**config.mk**
```make
export PLATFORM = sky130hd
export DESIGN_NAME = alu_mul_seq
export DESIGN_NICKNAME = d
export VERILOG_FILES = /design/src/rtl/alu_mul_seq_pkg.sv /design/src/rtl/alu_mul_seq.sv
export SDC_FILE = /design/constraint.sdc
export NUM_CORES = 1
export LEC_CHECK = 0
export ABC_AREA = 0
export ABC_CLOCK_PERIOD_IN_PS = 2800
export CAP_MARGIN = 0
export CELL_PAD_IN_SITES_DETAIL_PLACEMENT = 1
export CELL_PAD_IN_SITES_GLOBAL_PLACEMENT = 2
export CORE_AREA = 5 5 161 318
export DETAILED_ROUTE_END_ITERATION = 10
export DIE_AREA = 0 0 166 323
export PLACE_DENSITY_LB_ADDON = 0.12
export SYNTH_ARGS = -nofsm -noshare
export SYNTH_HDL_FRONTEND = slang
export SYNTH_SLANG_ARGS = --single-unit
```
**constraint.sdc**
```tcl
create_clock -name CLK -period 2.8 [get_ports CLK]
set_input_delay 0.7 -clock CLK [delete_from_list [all_inputs] [get_ports CLK]]
set_output_delay 0.7 -clock CLK [all_outputs]
set_load 0.03 [all_outputs]
```
**src/rtl/alu_mul_seq_pkg.sv**
```systemverilog
// Shared ALU opcodes and multiplier-sequencer state encodings.
package alu_mul_seq_pkg;

  localparam logic [3:0] CTRL_AND   = 4'b0000;
  localparam logic [3:0] CTRL_OR    = 4'b0001;
  localparam logic [3:0] CTRL_ADD   = 4'b0010;
  localparam logic [3:0] CTRL_SUB   = 4'b0110;
  localparam logic [3:0] CTRL_PASSB = 4'b0111;

  localparam logic [1:0] MS_IDLE  = 2'd0;
  localparam logic [1:0] MS_CHECK = 2'd1;
  localparam logic [1:0] MS_STEP  = 2'd2;
  localparam logic [1:0] MS_DONE  = 2'd3;

endpackage

```
**src/rtl/alu_mul_seq.sv**
```systemverilog
// Shift-and-add multiplier that borrows the execute-stage ALU as its adder,
// one ALU operation per cycle; returns the low WIDTH bits of MulA*MulB.
module alu_mul_seq
  import alu_mul_seq_pkg::*;
#(
  parameter int WIDTH = 64
) (
  input  logic             CLK,
  input  logic             Reset,
  input  logic             start,
  input  logic [WIDTH-1:0] MulA,
  input  logic [WIDTH-1:0] MulB,
  output logic [WIDTH-1:0] Product,
  output logic             busy,
  output logic             done,
  output logic [WIDTH-1:0] AluA,
  output logic [WIDTH-1:0] AluB,
  output logic [3:0]       AluCtrl,
  input  logic [WIDTH-1:0] AluW,
  input  logic             AluZero
);

  logic [1:0]       state;
  logic [WIDTH-1:0] d;
  logic [WIDTH-1:0] m;
  logic [WIDTH-1:0] p;
  logic [WIDTH-1:0] m_shr;

  assign m_shr = m >> 1;
  assign busy  = (state != MS_IDLE);
  assign done  = (state == MS_DONE);

  // NOTE: every output is given a default before the case so no path leaves
  // it unassigned; otherwise synthesis infers a latch.
  always_comb begin
    AluCtrl = CTRL_PASSB;
    AluA    = '0;
    AluB    = '0;
    case (state)
      MS_CHECK: AluB = m;
      MS_STEP: begin
        AluCtrl = CTRL_ADD;
        AluA    = p;
        AluB    = m[0] ? d : '0;
      end
      default: ;
    endcase
  end

  // NOTE: state uses non-blocking assignments so every register samples the
  // pre-edge values; Reset is synchronous, so it only acts on a clock edge.
  always_ff @(posedge CLK) begin
    if (Reset) begin
      state   <= MS_IDLE;
      d       <= '0;
      m       <= '0;
      p       <= '0;
      Product <= '0;
    end else begin
      case (state)
        MS_IDLE: begin
          if (start) begin
            d     <= MulA;
            m     <= MulB;
            p     <= '0;
            state <= MS_CHECK;
          end
        end
        MS_CHECK: begin
          // The ALU passes M through; its Zero flag tells us MulB was 0.
          if (AluZero) begin
            Product <= '0;
            state   <= MS_DONE;
          end else begin
            state <= MS_STEP;
          end
        end
        MS_STEP: begin
          p <= AluW;
          d <= d << 1;
          m <= m_shr;
          if (m_shr == '0) begin
            Product <= AluW;
            state   <= MS_DONE;
          end
        end
        default: state <= MS_IDLE;
      endcase
    end
  end

endmodule

```
; Yosys cells after proc, flatten, opt, wreduce, memory -nomap -nowiden
; Cells that the tools add are included.
; W data, S select, Z words.
[totals]
output_inout_bits = 198
word_cells = 36
input_bits = 196
ff_bits = 258
[classes]
n_eq_ne = 6
reduce_logical = 8
muxes = 17
[ops]
columns = operator, n
row1 = $pmux W64 S2, 5
row2 = $mux W64, 7
row3 = $logic_not A64 Y1, 1
row4 = $ne A2 B2 Y1 const B, 3
row5 = $pmux W2 S3, 1
row6 = $reduce_bool A2 Y1, 3
row7 = $eq A2 B2 Y1 const B, 2
row8 = $mux W2, 2
row9 = $reduce_and A2 Y1, 2
row10 = $mux W3, 1
row11 = $reduce_and A3 Y1, 1
row12 = $eq A2 B1 Y1 const B, 1
row13 = $logic_not A2 Y1, 1
row14 = $mux W1, 1

; Logic depth before layout (Yosys ltp)
; Gate-level depths: netlist of the first run.
[depth]
word_depth = 3
mapped_depth = 9
depth_no_buf = 7

; Least setup slack after synthesis of the first run
; Ideal clock, no wire load.
[synth_timing]
path_kind = register -> output
from = reg state[0]
to = out AluB[10]
required_ns = 2.100
path_buffers = 2
arrival_ns = 1.870
slack_ns = 0.230
path_stages_with_launch = 8
cell_sequence = dfxtp_1 > inv_1 > ha_1 > clkbuf_1 > inv_2 > nor2_1 > clkbuf_1 > a22o_1
[synth_between]
elab_chain_len = 2
word_cells_on_any_way = 3
classes_between = eq/ne (2) / mux (1)
[synth_lines]
columns = item, line
row1 = from (decl), alu_mul_seq.sv:23  ; logic [1:0] state;
row2 = from (signal assigned), alu_mul_seq.sv:54  ; state <= MS_IDLE;
row3 = from (signal assigned), alu_mul_seq.sv:66  ; state <= MS_CHECK;
row4 = from (signal assigned), alu_mul_seq.sv:73  ; state <= MS_DONE;
row5 = $eq A2 B2 Y1 or $eq A2 B1 Y1 (tied branches), alu_mul_seq.sv:39  ; case (state)
row6 = $pmux W64 S2 *, alu_mul_seq.sv:39
row7 = to (decl), alu_mul_seq.sv:17  ; output logic [WIDTH-1:0] AluB,
; Mark *: on every way between the ends. The rest lies on a longest branch, timed or not.

; Worst setup path in the final report of the first run
[layout_timing]
from = reg state[1]
to = out AluB[48]
; The elaborated chain is that of the path after synthesis.

==> impl_metrics.csv, run 1 <==
group,metric,value,unit
run_status,outcome,"finished, violations left",
run_status,violations,"setup timing",
hold_path,min_path_type,"reg2reg",
clocking,cts_tree,"done",
synth,synth.most_common_cell,"dfxtp_1",
timing,maxSlewHeadroom,40.2,%
grt,grt_usage,18.0,%
placement,gp_congestion,0.726,
hold_path,worstHoldStart,"Product[9]$_SDFFE_PP0P_",
synth,synth.top_cell.area_share,46.9,%
grt,grt_start_max_net_pins,156,
synth,synthTopCellsByCount,"dfxtp_1, nor2_1, a211oi_1, mux2i_1, clkbuf_1",
die,die_h,323,µm
critical_path,r2r-start,"m[34]$_SDFFE_PP0P_",
critical_path,required,2.10,ns
critical_path,worstSetupPathType,"reg2out",
synth,synthArstFlopShare,0,%
grt,grt_antenna_before_repair,11,
clocking,cts-root-buf,"clkbuf_16",
timing,max_freq,353,MHz
timing,setup_viol,6,
placement,dp_hpwl,33.4,mm
clocking,hold_buffers,0,
grt,grt_pass1_wl,74.6,mm
clocking,clk_latency,0.57,ns
clocking,cts.reportedPaths.clkPinSlew,0.06,ns
synth,synth_cell_types,32,
synth,synth_mux_area_share,11.5,%
synth,synth_edf_count,0,
drt,dr.first_iter.drc_count,506,
timing,worstMarginPinSlew,0.896,ns
synth,yosys.area_share.simple,12.0,%
die,die_area,0.0536,mm²
grt,grt_pass1_vias,11200,
critical_path,cp.arrival,2.13,ns
drt,drc,0,
finish,multi_input_area,0.00562,mm²
drt,detail_route.vias_per_cell,4.79,
die,core-area,0.0484,mm²
synth,synth_ff_type,"dfxtp_1",
critical_path,critPathLaunch,"state[1]$_SDFFE_PP0P_",
drt,post_drt_wl_per_cell,23.7,µm
timing,skew,0.0135,ns
finish,fillers,5312,
synth,synth_compound_area_share,24.4,%
synth,synth_area,0.0110,mm²
run,cap_violations,0,
placement,dp_cells,2061,
drt,ant_nets,0,
die,row_count,114,
critical_path,startpoint_type,"flop",
critical_path,cp-end-kind,"output pin",
synth,synth_top_family_by_area,"compound AO/OA/AOI/OAI gates",
power,power_density,861,mW/mm²
timing,setup-tns-final,-0.0807,ns
finish,final_nets,1673,
synth,synth_xor_area_share,0,%
synth,syn_inst,1128,
power,max-vdd-ir-drop,519,µV
finish,drive_above_1_share,20.0,%
critical_path,cp_max_fo,8,
timing,finalHoldViolCount,0,
clocking,numClockSinks,258,
synth,ys_ff_latch,258,
timing,fin_crit_sh,101,%
synth,syn_nets,1328,
die,start_util,22.8,%
die,io_pins,394,
drt,vias,10300,
finish,final_cells,2141,
finish,seqCellArea,0.00517,mm²
synth,postSynthAreaPerCell,9.76,µm²
drt,dr.pass1.iters,4,
synth,synth_area_leaders,"dfxtp_1, mux2i_1, a211oi_1",
timing,drv_slew,0,
timing,rsz0062_at_grt,"yes",
finish,utilization,35.8,%
timing,layout_setup_ws,-0.0293,ns
synth,ys_warn_count,0,
drt,totalWireLength,50.8,mm
timing,fin_crit,2.83,ns
die,die_w,166,µm
grt,grt_overflow,0,
synth,synth_area_leader_cell,"dfxtp_1",
clocking,cts_buffer_depth,3,
clocking,cts_inserted_buffers,28,
finish,areaGrowthSynthToFinish,57.1,%
synth,yosysSeqAreaShare,46.9,%
synth,synth_fa_ha_area_share,0.454,%
clocking,htree_levels,1,
placement,io_buffers,391,
power,p_leak,6.45,nW
==> kinds of logic (layout without fill, tap and decap cells) <==
| kind of cell | after synthesis | in the layout |
|---|---|---|
| DFF | 258 | 258 |
| buffers and inverters | 119 | 486 |
| AOI/OAI and AO/OA | 330 | 330 |
| other | 2 | 10 |
| muxes | 127 | 127 |
| adders and majority gates | 4 | 4 |
| and+or+nand+nor | 288 | 288 |
==> report_power, final <==
group | total, W | internal (W) | leakage [nW] | switching [W]
Clock | 0.00422 | 0.00255 | 0.500 | 0.00166
Sequential | 0.00539 | 0.00449 | 2.11 | 0.000905
Combinational | 0.00529 | 0.00222 | 3.83 | 0.00307
Total | 0.0149 | 0.00926 | 6.45 | 0.00564
==> placed cells by master, fill, tap and decap left out, drive strengths merged, types with 2 or more instances in the layout <==
cell type        n
clkdlybuf4s50  259
dfxtp          258
nor2           194
buf            165
mux2i          127
a211oi         127
a22o           127
and2            65
a22oi           64
clkbuf          43
nor4            15
diode            8
bufinv           6
a21oi            5
clkinv           5
inv              5
nand2            4
ha               4
and4             4
o21ai            3
nand3            2
conb             2
dlygate4sd2      2
==> path summary, 6_finish.rpt <==
path / end / slack (ns) / depth (start not counted)
worst max-delay path: AluB[48] / -0.03 / 6
worst min-delay path: Product[9]$_SDFFE_PP0P_ / 0.48 / 1
worst max register to register: Product[58]$_SDFFE_PP0P_ / 0.27 / 7
worst min register to register: Product[9]$_SDFFE_PP0P_ / 0.48 / 1
==> what timing repair did <==
item | CTS | global route
setup buffers | 14 | 4
cloned | 10 | 2
endpoints found under the setup margin | 119 | 129
pin swaps | 21 | 18
resized for setup | 107 | 17
==> stage by stage <==
stage	instance area, µm²	power, W	worst slack (ns)	hold WS (ns)
final	17300	0.0149	-0.0293	0.482
after global routing	17300	0.0158	-0.0978	0.501
after CTS	17400	0.0153	-0.146	0.476
after detailed placement	15500	0.0104	0.246	0.465
after global placement	15500	0.0103	0.265	0.460
after floorplan	11000	0.00830	0.230	0.445
==> sequential cells by signal, summed over array words and instances (netlist names) <==
signal,count
d,64
p,64
state,2
m,64
Product,64
==> layout make-up <==
| cell class | count | share of cell area, % |
|---|---|---|
| Multi-Input combinational cell | 751 | 32.5 |
| Inverter | 5 | 0.181 |
| Clock inverter | 11 | 1.19 |
| Sequential cell | 258 | 29.9 |
| Tap cell | 638 | 4.61 |
| Timing Repair Buffer | 429 | 26.9 |
| Clock buffer | 41 | 4.69 |
| Antenna cell | 8 | 0.116 |
==> critical path, stage by stage, from the launching register on <==
cell and delay (ns):
dfxtp_4 0.38, inv_4 0.05, ha_4 0.28, and2_4 0.26, buf_6 0.23, a22o_1 0.22, buf_6 0.15
==> routing by layer <==
metal | vias to the layer above | routed length [µm] | global-route usage (%)
met4 | 6 | 1330 | 5.43
met3 | 60 | 4160 | 6.54
li1 | 4849 | - | -
met5 | - | 41 | 0
met1 | 5004 | 19100 | 19.0
met2 | 336 | 26200 | 33.4
No activity file was read; power rests on OpenSTA's default activity.
==> run 2: changes to the inputs <==
--- a/config.mk
+++ b/config.mk
@@ -13,6 +13,7 @@
 export CORE_AREA = 5 5 161 318
 export DETAILED_ROUTE_END_ITERATION = 10
 export DIE_AREA = 0 0 166 323
+export MAX_ROUTING_LAYER = met4
 export PLACE_DENSITY_LB_ADDON = 0.12
 export SYNTH_ARGS = -nofsm -noshare
 export SYNTH_HDL_FRONTEND = slang
==> impl_metrics.csv, run 2 (synthesized netlist as in run 1, its figures left out) <==
group,metric,value,unit
timing,worstMarginPinSlew,0.920,ns
grt,grt_overflow,0,
clocking,clk_latency,0.56,ns
drt,ant_nets,0,
hold_path,min_path_type,"reg2reg",
die,row_count,114,
timing,setup_viol,3,
finish,final_cell_mix,"clkdlybuf4s50_1, dfxtp_1, nor2_1, mux2i_1, a211oi_1",
timing,rsz0062_at_grt,"yes",
grt,grt-busiest-layer,"met2",
placement,gp_congestion,0.735,
power,power_density,860,mW/mm²
critical_path,cp.arrival,2.12,ns
clocking,cts_buffer_depth,3,
critical_path,critPathLaunch,"state[1]$_SDFFE_PP0P_",
power,internal_power,0.00926,W
clocking,cts.reportedPaths.clkPinSlew,0.06,ns
grt,use_met2,33.3,%
grt,grt_pass1_vias,11200,
power,p_seq_share,36.2,%
power,swShare,37.8,%
grt,met3_usage,6.02,%
drt,vias,10200,
power,p_sw,0.00563,W
drt,totalWireLength,50.6,mm
grt,use_met1,19.4,%
critical_path,r2r-start,"m[34]$_SDFFE_PP0P_",
clocking,hold_buffers,0,
die,core-area,0.0484,mm²
die,die_area,0.0536,mm²
drt,post_drt_wl_per_cell,23.6,µm
timing,layout_setup_ws,-0.0188,ns
drt,detail_route.vias_per_cell,4.78,
die,die_h,323,µm
finish,drive_above_1_share,20.0,%
critical_path,cp_max_fo,8,
timing,setup-tns-final,-0.0369,ns
clocking,cts_inserted_buffers,28,
die,io_pins,394,
timing,fin_crit_sh,101,%
placement,io_buffers,391,
critical_path,startpoint_type,"flop",
power,power_frac_comb,35.5,%
timing,fin_crit,2.82,ns
run_status,violations,"setup timing",
grt,grt_antenna_before_repair,12,
power,clockPowerShare,28.3,%
run_status,outcome,"finished, violations left",
power,power.total,0.0149,W
timing,maxSlewHeadroom,38.7,%
clocking,cts-root-buf,"clkbuf_16",
power,p_leak,6.45,nW
die,start_util,22.8,%
grt,grt_start_max_net_pins,156,
finish,final_nets,1673,
run,cap_violations,0,
timing,finalHoldViolCount,0,
drt,drc,0,
critical_path,worstSetupPathType,"reg2out",
die,die_w,166,µm
timing,skew,0.0126,ns
clocking,cts_tree,"done",
finish,utilization,35.8,%
hold_path,worstHoldStart,"Product[9]$_SDFFE_PP0P_",
grt,grt_usage,18.5,%
grt,grt_pass1_wl,74.5,mm
drt,dr.pass1.iters,4,
placement,dp_hpwl,33.4,mm
timing,drv_slew,0,
power,max-vdd-ir-drop,514,µV
clocking,htree_levels,1,
critical_path,required,2.10,ns
clocking,numClockSinks,258,
critical_path,cp-end-kind,"output pin",
finish,areaGrowthSynthToFinish,57.2,%
drt,dr.first_iter.drc_count,460,
finish,layout_commonest_cell,"clkdlybuf4s50_1",
timing,max_freq,355,MHz
[run 2: changes by cell type in the layout (fill, tap and decap cells not counted), sizes merged]
cell / before / now
diode: 8 / 12
[run 2: cell type report]
class | instances | area, µm²
well taps | 638 | 798
multi-input cells | 751 | 5620
clock buffers | 41 | 811
flip-flops and latches | 258 | 5170
diodes | 12 | 30.0
inverters | 5 | 31.3
fillers | 5323 | 31000
clock inverters | 11 | 205
repair buffers | 429 | 4650
[run 2: final timing paths]
| check | endpoint | slack, ns | cells past startpoint |
|---|---|---|---|
| max | AluB[48] | -0.02 | 6 |
| min | Product[9]$_SDFFE_PP0P_ | 0.48 | 1 |
| min reg2reg | Product[9]$_SDFFE_PP0P_ | 0.48 | 1 |
| max reg2reg | Product[57]$_SDFFE_PP0P_ | 0.28 | 7 |
[run 2: power groups by stage]
stage / clock (W) / combinational (W) / sequential [W]
2_1_floorplan: 0 / 0.00327 / 0.00503
3_3_place_gp: 0 / 0.00487 / 0.00545
3_5_place_dp: 0 / 0.00495 / 0.00546
4_1_cts: 0.00439 / 0.00552 / 0.00543
5_1_grt: 0.00451 / 0.00579 / 0.00552
6_report: 0.00421 / 0.00529 / 0.00539
[run 2: critical path: stages (launching register included)]
cell,delay [ns]
dfxtp_4,0.38
inv_4,0.05
ha_4,0.28
and2_4,0.26
buf_6,0.23
a22o_1,0.21
buf_6,0.14
[run 2: metrics by stage]
step / std cells / setup WS [ns] / area, µm² / hold slack [ns]
after global placement: 2061 / 0.265 / 15500 / 0.460
after global routing: 2145 / -0.0992 / 17300 / 0.501
after CTS: 2137 / -0.146 / 17400 / 0.476
after floorplan: 1128 / 0.230 / 11000 / 0.445
final: 2145 / -0.0188 / 17300 / 0.483
after detailed placement: 2061 / 0.246 / 15500 / 0.465
[run 2: what timing repair did]
action,in CTS,in global routing
pin swaps,21,18
setup endpoints to repair,119,128
gates resized for setup,107,17
setup buffers,14,4
gates cloned,10,2
[run 2: routing by layer]
metal	wire length (µm)	vias up
met3	3940	56
li1	-	4859
met4	1390	0
met2	26100	340
met1	19200	4988
met5	0	-
==> run 3: changes to the inputs <==
--- a/config.mk
+++ b/config.mk
@@ -14,7 +14,7 @@
 export DETAILED_ROUTE_END_ITERATION = 10
 export DIE_AREA = 0 0 166 323
 export MAX_ROUTING_LAYER = met4
-export PLACE_DENSITY_LB_ADDON = 0.12
+export PLACE_DENSITY = 0.78
 export SYNTH_ARGS = -nofsm -noshare
 export SYNTH_HDL_FRONTEND = slang
 export SYNTH_SLANG_ARGS = --single-unit
==> impl_metrics.csv, run 3 (synthesized netlist as in run 1, its figures left out) <==
group,metric,value,unit
clocking,cts_buffer_depth,3,
finish,areaGrowthSynthToFinish,59.8,%
grt,grt_overflow,0,
grt,grt_usage,18.2,%
clocking,numClockSinks,258,
clocking,htree_levels,1,
timing,worstMarginPinSlew,0.838,ns
finish,final_nets,1699,
hold_path,worstHoldStart,"Reset",
die,start_util,22.8,%
critical_path,cp_num_buf_inv,5,
placement,io_buffers,391,
critical_path,required,2.10,ns
timing,max_freq,344,MHz
grt,use_met2,33.1,%
critical_path,r2r-start,"m[35]$_SDFFE_PP0P_",
critical_path,startpoint_type,"flop",
drt,drc,0,
power,max-vdd-ir-drop,398,µV
finish,final_cell_mix,"clkdlybuf4s50_1, dfxtp_1, nor2_1, mux2i_1, a211oi_1",
placement,dpl_worst_slack,0.0602,ns
critical_path,cp.arrival,2.20,ns
drt,post_drt_wl_per_cell,23.7,µm
critical_path,cp_top_family,"buffers and inverters",
clocking,cts_inserted_buffers,27,
grt,grt-busiest-layer,"met2",
run_status,outcome,"finished, violations left",
hold_path,min_path_type,"in2reg",
clocking,cts-root-buf,"clkbuf_16",
placement,gp_congestion,0.790,
run,cap_violations,0,
critical_path,slowest_delay,0.39,ns
die,io_pins,394,
drt,totalWireLength,51.3,mm
drt,vias,10500,
grt,met3_usage,4.85,%
grt,grt_antenna_before_repair,10,
finish,layout_commonest_cell,"clkdlybuf4s50_1",
timing,fin_crit_sh,104,%
die,row_count,114,
timing,fin_crit,2.90,ns
grt,grt_start_max_net_pins,122,
die,core-area,0.0484,mm²
run_status,violations,"setup timing",
placement,dp_hpwl,34.5,mm
grt,grt_pass1_vias,11400,
timing,setup_viol,60,
critical_path,critical_path.cell_chain,"inv_4 -> buf_4 -> ha_4 -> and2_4 -> buf_12 -> clkbuf_16 -> a22o_1 -> buf_6",
power,p_leak,6.56,nW
die,die_h,323,µm
timing,rsz0062_at_grt,"yes",
critical_path,critPathLaunch,"state[1]$_SDFFE_PP0P_",
timing,finalHoldViolCount,0,
die,die_w,166,µm
power,power_density,843,mW/mm²
clocking,cts.reportedPaths.clkPinSlew,0.06,ns
timing,layout_setup_ws,-0.103,ns
grt,grt_pass1_wl,73.6,mm
timing,maxSlewHeadroom,44.1,%
critical_path,worstSetupPathType,"reg2out",
grt,use_met1,18.8,%
critical_path,cp-end-kind,"output pin",
drt,ant_nets,0,
critical_path,cp_max_fo,8,
timing,drv_slew,0,
critical_path,crit_slowest_cell,"dfxtp_4",
drt,detail_route.vias_per_cell,4.84,
timing,skew,0.0152,ns
drt,dr.pass1.iters,4,
clocking,clk_latency,0.56,ns
timing,worst_hold_slack,0.340,ns
clocking,cts_tree,"done",
finish,drive_above_1_share,20.0,%
die,die_area,0.0536,mm²
drt,dr.first_iter.drc_count,472,
[run 3: cell types whose count changed in the layout (fill, tap and decap cells not counted), sizes merged]
cell	before	now
clkinvlp	0	1
bufinv	6	2
clkdlybuf4s15	0	24
clkbuf	43	55
buf	165	148
bufbuf	0	1
clkdlybuf4s18	0	1
clkinv	5	4
dlygate4sd2	2	4
[run 3: worst paths after layout]
kind                               to  depth (start not counted)  slack [ns]
max                          AluB[45]                          8       -0.10
min             state[0]$_SDFFE_PP0P_                          2        0.34
max reg2reg  Product[59]$_SDFFE_PP0P_                          7        0.11
min reg2reg  Product[15]$_SDFFE_PP0P_                          1        0.48
[run 3: final cells by class]
type | count | area (µm²)
Multi-Input combinational cell | 751 | 5620
Antenna cell | 12 | 30.0
Inverter | 5 | 23.8
Timing Repair Buffer | 456 | 5090
Clock inverter | 7 | 87.6
Tap cell | 638 | 798
Fill cell | 5369 | 30700
Sequential cell | 258 | 5170
Clock buffer | 37 | 783
[run 3: routing by layer]
| layer | routed length, µm | vias up |
|---|---|---|
| met1 | 18600 | 5119 |
| met2 | 27100 | 338 |
| li1 | - | 4934 |
| met5 | 0 | - |
| met3 | 3540 | 78 |
| met4 | 2040 | 0 |
[run 3: what timing repair did]
action / in CTS / in global routing
gates resized for setup: 212 / 76
buffers inserted: 15 / 6
setup endpoints to repair: 128 / 105
hold buffers: 0 / 0
gates cloned: 8 / 5
pin swaps: 15 / 33
[run 3: metrics by stage]
stage	cells	area [µm²]	power, W	utilization [%]	setup TNS (ns)
global placement	2076	15800	0.0105	32.8	0
detailed placement	2076	15800	0.0106	32.8	0
floorplan	1128	11000	0.00830	-	0
finish	2164	17600	0.0148	36.4	-4.10
CTS	2142	17500	0.0149	36.2	-6.25
global route	2162	17600	0.0157	36.4	-8.08
[run 3: report_power, final]
group | leakage, nW | internal [W] | switching, W
clock | 0.431 | 0.00211 | 0.00156
sequential | 2.11 | 0.00449 | 0.000891
combinational | 4.02 | 0.00254 | 0.00326
